## config.mk

```make
export PLATFORM = sky130hd
export DESIGN_NAME = apple_bus_drive_arbiter
export DESIGN_NICKNAME = d
export VERILOG_FILES = /design/src/rtl/apple_bus_drive_arbiter.sv
export SDC_FILE = /design/constraint.sdc
export NUM_CORES = 1
export LEC_CHECK = 0
export CAP_MARGIN = 20
export CORE_ASPECT_RATIO = 0.6
export CORE_MARGIN = 10
export CORE_UTILIZATION = 41
export CTS_BUF_LIST = sky130_fd_sc_hd__clkbuf_8 sky130_fd_sc_hd__clkbuf_16
export CTS_CLUSTER_DIAMETER = 40
export DETAILED_ROUTE_END_ITERATION = 10
export PLACE_DENSITY = 0.86
export SKIP_CTS_REPAIR_TIMING = 1
export SLEW_MARGIN = 25
export SYNTH_ARGS = -nofsm -noshare
export SYNTH_HDL_FRONTEND = slang
export SYNTH_SLANG_ARGS = --single-unit
```

## constraint.sdc

```tcl
create_clock -name clk_logic -period 2.25 [get_ports clk_logic]
set_clock_uncertainty 0.15 [all_clocks]
set_input_delay 0.45 -clock clk_logic [delete_from_list [all_inputs] [get_ports clk_logic]]
set_output_delay 0.45 -clock clk_logic [all_outputs]
set_load 0.02 [all_outputs]
```

## src/rtl/apple_bus_drive_arbiter.sv

```systemverilog
// apple_bus_drive_arbiter
// Picks which card function drives the Apple II data bus on a CPU read
// cycle and sequences the data-bus transceiver inside the Phi0 window:
// direction turns toward the bus first, output enable follows at a fixed
// phase, and direction is held for one extra cycle after enable drops.
// All outputs are registered.

module apple_bus_drive_arbiter #(
    parameter int NUM_REQ     = 4,
    parameter int DRIVE_START = 4,
    parameter int DRIVE_END   = 22
) (
    input  logic                   clk_logic,
    input  logic                   system_reset,
    input  logic                   phi0_i,
    input  logic                   addr_valid_i,
    input  logic                   rw_n_i,
    input  logic [NUM_REQ-1:0]     req_i,
    input  logic [8*NUM_REQ-1:0]   req_data_i,
    output logic [NUM_REQ-1:0]     grant_o,
    output logic [7:0]             data_o,
    output logic                   data_oe_o,
    output logic                   data_dir_o,
    output logic                   conflict_o,
    output logic                   timeout_o
);

    // Parameter sanity, checked at elaboration.
    if (NUM_REQ < 1 || NUM_REQ > 8) begin : g_bad_num_req
        $error("apple_bus_drive_arbiter: NUM_REQ must be in 1..8");
    end
    if (DRIVE_START < 1 || DRIVE_START >= DRIVE_END || DRIVE_END > 62) begin : g_bad_window
        $error("apple_bus_drive_arbiter: need 1 <= DRIVE_START < DRIVE_END <= 62");
    end

    localparam logic [5:0] CNT_MAX       = 6'd63;
    localparam logic [5:0] DRIVE_ON_CNT  = 6'(DRIVE_START);
    localparam logic [5:0] DRIVE_OFF_CNT = 6'(DRIVE_END);

    typedef enum logic [1:0] {
        IDLE    = 2'd0,
        ARMED   = 2'd1,
        DRIVE   = 2'd2,
        RELEASE = 2'd3
    } state_t;

    state_t             state;
    logic               phi0_q;
    logic               phi0_rise;
    logic [5:0]         cnt;
    logic [5:0]         cnt_nxt;
    logic [NUM_REQ-1:0] win_onehot;
    logic               multi_req;
    logic [7:0]         win_data;
    logic [7:0]         grant_data;
    logic               grant_held;

    // Lowest set index wins (fixed priority).
    function automatic logic [NUM_REQ-1:0] lowest_set(input logic [NUM_REQ-1:0] v);
        logic [NUM_REQ-1:0] r;
        logic               found;
        r     = '0;
        found = 1'b0;
        for (int k = 0; k < NUM_REQ; k++) begin
            if (v[k] && !found) begin
                r[k]  = 1'b1;
                found = 1'b1;
            end
        end
        return r;
    endfunction

    // True when more than one requester claims the cycle.
    function automatic logic more_than_one(input logic [NUM_REQ-1:0] v);
        int n;
        n = 0;
        for (int k = 0; k < NUM_REQ; k++) begin
            n += int'(v[k]);
        end
        return (n > 1);
    endfunction

    // One-hot mux of the per-requester data slices.
    function automatic logic [7:0] pick_slice(input logic [NUM_REQ-1:0]   sel,
                                              input logic [8*NUM_REQ-1:0] bus);
        logic [7:0] r;
        r = '0;
        for (int k = 0; k < NUM_REQ; k++) begin
            if (sel[k]) begin
                r = r | bus[8*k +: 8];
            end
        end
        return r;
    endfunction

    assign phi0_rise  = phi0_i & ~phi0_q;
    assign win_onehot = lowest_set(req_i);
    assign multi_req  = more_than_one(req_i);
    assign win_data   = pick_slice(win_onehot, req_data_i);
    assign grant_data = pick_slice(grant_o, req_data_i);
    assign grant_held = |(grant_o & req_i);

    // Next phase count: restart on a Phi0 rise, otherwise count up and stick at 63.
    always_comb begin
        cnt_nxt = cnt;
        if (phi0_rise) begin
            cnt_nxt = '0;
        end else if (cnt != CNT_MAX) begin
            cnt_nxt = cnt + 6'd1;
        end
    end

    // Phi0 history and phase counter. The FSM decides on the next-cycle
    // values (phi0_i, cnt_nxt) so its registered outputs line up with the
    // phase count they belong to.
    always_ff @(posedge clk_logic) begin
        if (system_reset) begin
            phi0_q <= 1'b0;
            cnt    <= CNT_MAX;
        end else begin
            phi0_q <= phi0_i;
            cnt    <= cnt_nxt;
        end
    end

    // Arbitration and transceiver sequencing with registered outputs.
    always_ff @(posedge clk_logic) begin
        if (system_reset) begin
            state      <= IDLE;
            grant_o    <= '0;
            data_o     <= '0;
            data_oe_o  <= 1'b0;
            data_dir_o <= 1'b0;
            conflict_o <= 1'b0;
            timeout_o  <= 1'b0;
        end else begin
            conflict_o <= 1'b0;
            timeout_o  <= 1'b0;
            case (state)
                IDLE: begin
                    grant_o    <= '0;
                    data_o     <= '0;
                    data_oe_o  <= 1'b0;
                    data_dir_o <= 1'b0;
                    if (addr_valid_i && rw_n_i && (|req_i)) begin
                        state      <= ARMED;
                        grant_o    <= win_onehot;
                        data_o     <= win_data;
                        data_dir_o <= phi0_i;
                        conflict_o <= multi_req;
                    end
                end
                ARMED: begin
                    if (!grant_held) begin
                        // Requester withdrew before the drive window opened.
                        state      <= IDLE;
                        grant_o    <= '0;
                        data_o     <= '0;
                        data_dir_o <= 1'b0;
                    end else if (cnt_nxt == CNT_MAX) begin
                        // No Phi0 rise arrived in time; give up on this cycle.
                        state      <= IDLE;
                        grant_o    <= '0;
                        data_o     <= '0;
                        data_dir_o <= 1'b0;
                        timeout_o  <= 1'b1;
                    end else begin
                        data_o     <= grant_data;
                        data_dir_o <= phi0_i;
                        if (phi0_i && (cnt_nxt == DRIVE_ON_CNT)) begin
                            state     <= DRIVE;
                            data_oe_o <= 1'b1;
                        end
                    end
                end
                DRIVE: begin
                    data_o     <= grant_data;
                    data_dir_o <= 1'b1;
                    if (!phi0_i || (cnt_nxt == DRIVE_OFF_CNT)) begin
                        state     <= RELEASE;
                        data_oe_o <= 1'b0;
                    end
                end
                RELEASE: begin
                    // Enable is already off; drop direction one cycle later.
                    state      <= IDLE;
                    grant_o    <= '0;
                    data_o     <= '0;
                    data_oe_o  <= 1'b0;
                    data_dir_o <= 1'b0;
                end
                default: begin
                    state      <= IDLE;
                    grant_o    <= '0;
                    data_o     <= '0;
                    data_oe_o  <= 1'b0;
                    data_dir_o <= 1'b0;
                end
            endcase
        end
    end

endmodule
```

==> results.txt, run 1 <==
----------------------------------------------------
[Outcome]
  Result of the run ... finished, violations left
  Violations in the final reports ... negative setup slack

[Clock tree]
  Clock-pin slew on the worst setup and hold paths ... around 0.09 ns
  H-Tree Depth ... 1
  Clock buffer depth ... 2
  TritonCTS clock tree ... built
  Worst-skew pair later-pin latency ... about 0.28 ns
  Clock root cell ... clkbuf_8
  Total clock buffers created by CTS ... 3
  # clock sinks ... 25

[Critical path]
  Length in cells of the worst reg-to-reg path ... 8
  Capturing point of the worst reg2reg path ... data_o[3]
  WP data arrival ... roughly 2.3 ns
  Start-to-end type of the worst setup path ... reg2reg
  Required time worst endpoint ... 2.26 ns
  Capturing element type of the critical path ... register
  Maximum fanout along the worst path ... 12
  Setup slack on the worst flop-to-flop path ... -0.02 ns
  Worst setup SP type ... register
  Reg2reg start ... cnt[0]

[Synthesis]
  Parity-gate share of the synthesized area counting xor and xnor cells ... 0.0108
  Fraction of the mapped netlist area in adder cells ... 0.0432
  Synthesized-area fraction occupied by and/or/nand/nor cells ... 0.164
  Post-synthesis mux area share ... 0.0124
  Async SR Flop Fraction ... 0
  Largest family of logic cells by synthesized area ... compound AO/OA/AOI/OAI gates
  Compound-cell area share of the yosys netlist ... 0.378
  Number of different library cells in the post-synthesis netlist ... 48
  Top area cells in the synthesized netlist ... dfxtp_1, o32ai_1, a22o_1
  Number of flip-flops and latches in the synthesized netlist ... 25
  Share of synthesized area occupied by flip-flops and latches ... 0.309
  Yosys warning count ... 0
  Synth top area share ... 0.309
  Netlist area before placement ... 0.00162 sq mm
  Average cell area after synthesis ... approximately 8.9 sq um
  Most instantiated flip-flop cell in the synthesis netlist ... dfxtp_1
  Cell type with the highest aggregate area in the netlist ... dfxtp_1
  Number of enable flip-flop cells after synthesis ... 0
  Number of nets produced by synthesis ... around 230
  Syn Inst Count ... ~180

[Place]
  Detailed placement HPWL ... around 4400 um
  Total of buffers placed on input and output ports ... 56
  Routability-driven placement congestion ratio ... 0.852
  Number of instances in the placed design ... approximately 300

[GRT]
  Number of global-route vias before repair ... 1,696
  Global-route congestion overflow total ... 0
  First-pass GRT wire length ... between 9000 and 10,000 um
  Initial antenna violation count ... 0
  Maximum number of pins on one net before global-route repair ... 14
  Global-route usage over all layers ... 0.161

[STA]
  Minimum setup slack in the final design ... -0.0215 ns
  Final hold slack ... 0.416 ns
  Final count of negative-setup-slack endpoints ... 8
  Slew at the pin closest to its max-slew limit ... between 0.4 and 0.5 ns
  Period Utilization, post-route ... 1.01
  Setup TNS ... -0.0700 ns
  FMAX ... 0.440 GHz
  Slew HR ... 0.687
  Unrepaired setup endpoints after global routing ... true
  Final count of pins violating max slew ... 0
  Final hold violation count ... 0
  Final period demand of the worst path ... around 2.3 ns

[Floorplan]
  Core box area ... roughly 0.0037 sq mm
  Starting Density ... 0.433
  DIE HEIGHT ... 68.7 um
  Num rows ... 17
  Die X-Extent ... between 100 and 150 um
  Io pins ... between 50 and 60
  Die Outline Area ... 0.00695 sq mm

[Hold path]
  Number of stages on the worst hold path ... 2
  Capture endpoint of the worst hold path ... grant_o[0]
  Path type of the worst min-delay path ... reg2reg
  Origin of the worst min-delay path ... grant_o[0]

[Detailed routing]
  Routed length per placed instance ... 19.3 um
  1st-iter DRT viols ... approximately 170
  Number of optimization iterations in the first detailed-route pass ... 6
  Number of DRC violations after detailed routing ... 0
  Detailed-route vias per instance ... 6.05
  Vias ... roughly 1,800
  Sum of routed wire length over all layers ... between 5000 and 6000 um
  Antenna violation net count after detailed routing ... 0

[Power]
  Standby leakage power ... between 0.9 and 1 nW
  IR Drop Worst-Case VDD ... 271 uV
  Ratio of total power to cell area ... about 500 mW/mm^2

[Final layout]
  Fill count ... 290
  Synthesis-to-finish area growth ... 53.0%
  Final Net Count ... slightly above 300
  Layout cell share with drive strength beyond 1 ... 0.173
  Post-route non-filler standard cell count ... just over 300
  # diodes ... 0

[Flow run]
  Maximum Capacitance Violations ... 0

----------------------------------------------------
[metrics by stage]
step	power [mW]	setup WS, ns	util	area [sq um]
after global routing	1.29	-0.126	0.662	2480
after detailed placement	0.914	-0.122	0.627	2350
after floorplan	0.723	0.0584	-	1620
after CTS	1.18	-0.0337	0.639	2390
final	1.23	-0.0215	0.662	2480
after global placement	0.902	-0.0737	0.627	2350
[power by group]
part	internal (mW)	switching, mW	total [mW]
Sequential	0.466	0.0247	0.491
Combinational	0.241	0.222	0.463
Clock	0.123	0.154	0.277
[metal layers]
metal / vias up / global-route usage / share of wire
met4: 0 / 0.0294 / 0.0088
li1: 867 / - / -
met1: 842 / 0.225 / 0.47
met5: - / 0 / 0
met3: 10 / 0.0427 / 0.096
met2: 108 / 0.244 / 0.43
[layout make-up]
class,instances,area [sq um],area share
Multi-Input combinational cell,130,1040,0.419
Clock inverter,1,3.75,0.00151
Sequential cell,25,504,0.203
Clock buffer,3,41.3,0.0167
Inverter,12,45.0,0.0182
Tap cell,47,58.8,0.0237
Timing Repair Buffer,84,787,0.318
[Yosys cell counts (4+ instances only)]
library cell and number:
nand2b_1 5, a21boi_0 6, dfxtp_1 25, nor2_1 11, o32ai_1 12, a21oi_1 4
nand2_1 7, ha_1 4, a22o_1 10, a221oi_1 8, a31oi_1 5, inv_1 12
clkbuf_1 10, nand3_1 6, a222oi_1 8, nor2b_1 4
[worst max path at each step]
stage	from	endpoint	slack, ns	cells after the start
floorplan	cnt[0]	data_o[2]	0.06	8
global placement	phi0_i	data_o[5]	-0.07	6
detailed placement	req_i[0]	data_o[4]	-0.12	7
CTS	cnt[0]	grant_o[2]	-0.03	7
global route	cnt[0]	data_o[3]	-0.13	8
finish	cnt[0]	data_o[3]	-0.02	8
[state kept, by name, indices dropped and copies added (netlist names), named ones only]
name / count
conflict_o: 1
data_dir_o: 1
timeout_o: 1
data_oe_o: 1
phi0_q: 1
grant_o: 4
state: 1
cnt: 6
data_o: 8
[kinds of logic after synthesis]
| logic type | count (synthesis) |
|---|---|
| AO/OA/AOI/OAI | 74 |
| multiplexers | 2 |
| AND/OR/NAND/NOR | 47 |
| buffers and inverters | 28 |
| adder cells (fa/ha/maj) | 5 |
| flip-flops | 25 |
| XOR/XNOR | 2 |
[critical path, stage by stage, from the launching register on]
cell      delay (ns)
dfxtp_2         0.37
buf_6           0.13
nand4_1         0.15
o21bai_1        0.28
o311ai_2        0.20
o31a_2          0.43
a21oi_4         0.19
buf_12          0.15
o32ai_1         0.10
[cells in the final DEF, fill, tap and decap left out, types with 3 or more instances in the layout]
| master | n |
|---|---|
| nand3_1 | 6 |
| o31ai_1 | 3 |
| o21bai_1 | 3 |
| clkbuf_8 | 3 |
| buf_4 | 26 |
| a221oi_1 | 8 |
| o32ai_1 | 11 |
| a22o_1 | 10 |
| inv_1 | 13 |
| a31oi_1 | 4 |
| nor2_1 | 10 |
| nand2b_1 | 5 |
| clkdlybuf4s50_1 | 56 |
| dfxtp_2 | 3 |
| dfxtp_1 | 22 |
| a21o_1 | 3 |
| ha_1 | 3 |
| nand2_1 | 7 |
| a222oi_1 | 8 |
| a21boi_0 | 6 |
| a21oi_1 | 4 |
| nor2b_1 | 4 |
Note: power is estimated with default switching activity, not from simulation.
==> run 2, diff against run 1 <==
Settings changed: SKIP_CTS_REPAIR_TIMING 1 to not set.
==> run 2 against run 1 <==
Design area fell by 0.81%. Highest routed layer unchanged. Die area did not move. Register-to-register slack improved by 0.05 ns. Power fell by 1.1%. The flow now finishes without violations. Critical path type is now reg2out. Clock-buffer cell count did not move. Via count rose by 0.44%. Non-clock buffer count did not move. Final cell count did not move. Sequential cell count did not move.
==> results.txt, run 2 (synthesized netlist as in run 1, its figures left out) <==
----------------------------------------------------
[GRT]
  Global-route congestion overflow total ... 0
  Routing usage on met2 ... 0.244
  Met3 track utilization from global routing ... 0.0407
  Initial antenna violation count ... 0
  Global-route usage over all layers ... 0.161
  Number of global-route vias before repair ... 1,709
  Global-route layer with the greatest usage ... met2
  Maximum number of pins on one net before global-route repair ... 14
  First-pass GRT wire length ... between 9000 and 10,000 um
  Global Route met1 Usage ... 0.225

[Clock tree]
  Worst-skew pair later-pin latency ... 0.28 ns
  Clock buffer depth ... 2
  Clock-pin slew on the worst setup and hold paths ... around 0.09 ns
  Clock root cell ... clkbuf_8
  # clock sinks ... 25
  Total clock buffers created by CTS ... 3
  TritonCTS clock tree ... built
  H-Tree Depth ... 1
  Hold-fix buffers at CTS ... 0

[Critical path]
  Start-to-end type of the worst setup path ... reg2out
  Gate family responsible for the most delay along the worst path ... buffers and inverters
  Setup slack on the worst flop-to-flop path ... 0.03 ns
  Delay of the slowest cell on the worst path ... a little over 0.7 ns
  Maximum fanout along the worst path ... 11
  Length in cells of the worst reg-to-reg path ... 8
  Cell-by-cell listing of the critical path ... clkdlybuf4s50_1
  Cell with the biggest individual delay on the critical path ... clkdlybuf4s50_1
  Combined buffer and inverter count along the critical path ... 1
  Worst setup SP type ... register
  Capturing element type of the critical path ... output pin
  WP data arrival ... 1.63 ns
  Required time worst endpoint ... 1.65 ns
  Cell depth of the worst setup path ... 1

[Final layout]
  Max FFs per register ... 8
  Most frequent cells in the layout ... clkdlybuf4s50_1, buf_4, dfxtp_1, inv_1, o32ai_1
  Largest regs ... data_o (8), cnt (6), grant_o (4)
  Largest register by flop count ... data_o
  # diodes ... 0
  Most common cell after layout, fill and taps aside ... clkdlybuf4s50_1
  Final Net Count ... between 300 and 400
  Synthesis-to-finish area growth ... 51.7%
  Layout cell share with drive strength beyond 1 ... 0.169
  Final instance area ... about 0.0025 sq mm

[STA]
  Unrepaired setup endpoints after global routing ... true
  FMAX ... approximately 0.45 GHz
  Slew at the pin closest to its max-slew limit ... 0.501 ns
  Final hold violation count ... 0
  Final period demand of the worst path ... between 2 and 2.5 ns
  Period Utilization, post-route ... 0.989
  Minimum setup slack in the final design ... around 0.024 ns
  Slew HR ... 0.665
  Final count of pins violating max slew ... 0
  Setup TNS ... 0 ns
  Final count of negative-setup-slack endpoints ... 0

[Detailed routing]
  Antenna violation net count after detailed routing ... 0
  1st-iter DRT viols ... 177
  Routed length per placed instance ... 19.4 um
  Vias ... 1,835
  Number of optimization iterations in the first detailed-route pass ... 5
  Sum of routed wire length over all layers ... between 5000 and 6000 um
  Number of DRC violations after detailed routing ... 0
  Detailed-route vias per instance ... between 6 and 7

[Place]
  Routability-driven placement congestion ratio ... approximately 0.85
  Detailed placement HPWL ... 4360 um
  Setup WS pre-CTS ... -0.122 ns
  Total of buffers placed on input and output ports ... between 50 and 60
  Cell Area, Placed ... approximately 0.0023 sq mm

[Power]
  Ratio of total power to cell area ... 495 mW/mm^2
  Overall power consumption ... around 1.2 mW
  IR Drop Worst-Case VDD ... about 270 uV
  Standby leakage power ... roughly 0.93 nW

[Flow run]
  Maximum Capacitance Violations ... 0

[Floorplan]
  Die Outline Area ... 0.00695 sq mm
  DIE HEIGHT ... 68.7 um
  Num rows ... 17
  Starting Density ... 0.433
  Die X-Extent ... 101 um
  Io pins ... 57
  Core box area ... around 0.0037 sq mm

[Outcome]
  Result of the run ... completed

[Hold path]
  Number of stages on the worst hold path ... 2
  Path type of the worst min-delay path ... reg2reg

----------------------------------------------------
## run 2: cell counts in the layout (fill, tap and decap cells not counted)
Identical to the previous run, type by type.
## run 2: stage by stage
step | utilization | cells | hold WS, ns
floorplan | - | 183 | 0.360
global placement | 0.627 | 296 | 0.374
detailed placement | 0.627 | 296 | 0.385
CTS | 0.646 | 301 | 0.393
global route | 0.657 | 302 | 0.417
finish | 0.657 | 302 | 0.397
## run 2: final cells by class
type,count,area (sq um)
clock inverters,1,3.75
flip-flops and latches,25,504
well taps,47,58.8
multi-input cells,130,1020
fillers,291,1280
clock buffers,3,41.3
inverters,12,45.0
repair buffers,84,783
## run 2: worst reg2reg max path, delay by kind of cell, from the launching register on
kind                   cells  cell delay (ns)
AO/OA/AOI/OAI              5             1.17
buffers and inverters      2             0.29
flip-flops                 1             0.34
AND/OR/NAND/NOR            1             0.16
## run 2: where the power goes
part	internal (mW)	switching (mW)	leakage, nW	total, mW
Sequential	0.466	0.0219	0.204	0.488
Clock	0.123	0.150	0.0269	0.273
Combinational	0.234	0.222	0.698	0.456
Total	0.823	0.394	0.929	1.22
## run 2: path summary, 6_finish.rpt
check / from / end
setup reg to reg: cnt[0] / data_o[3]
hold reg to reg: grant_o[0] / grant_o[0]
hold / removal: grant_o[0] / grant_o[0]
setup / recovery: grant_o[2] / grant_o[2]
## run 2: metal layers
| metal | part of all wire | up-vias |
|---|---|---|
| li1 | - | 869 |
| met1 | 0.48 | 864 |
| met2 | 0.43 | 97 |
| met3 | 0.086 | 5 |
| met4 | 0.0063 | 0 |
| met5 | 0 | - |
## run 2: timing repair
action	4_1_cts	5_1_grt
pin swaps	1	5
buffers inserted	1	1
gates resized for setup	1	8
setup endpoints to repair	9	15
==> run 3, diff against run 2 <==
Settings changed: TNS_END_PERCENT set to 100.
==> results of run 3 <==
The final DEF is identical to that of run 2; final timing and power are the same.
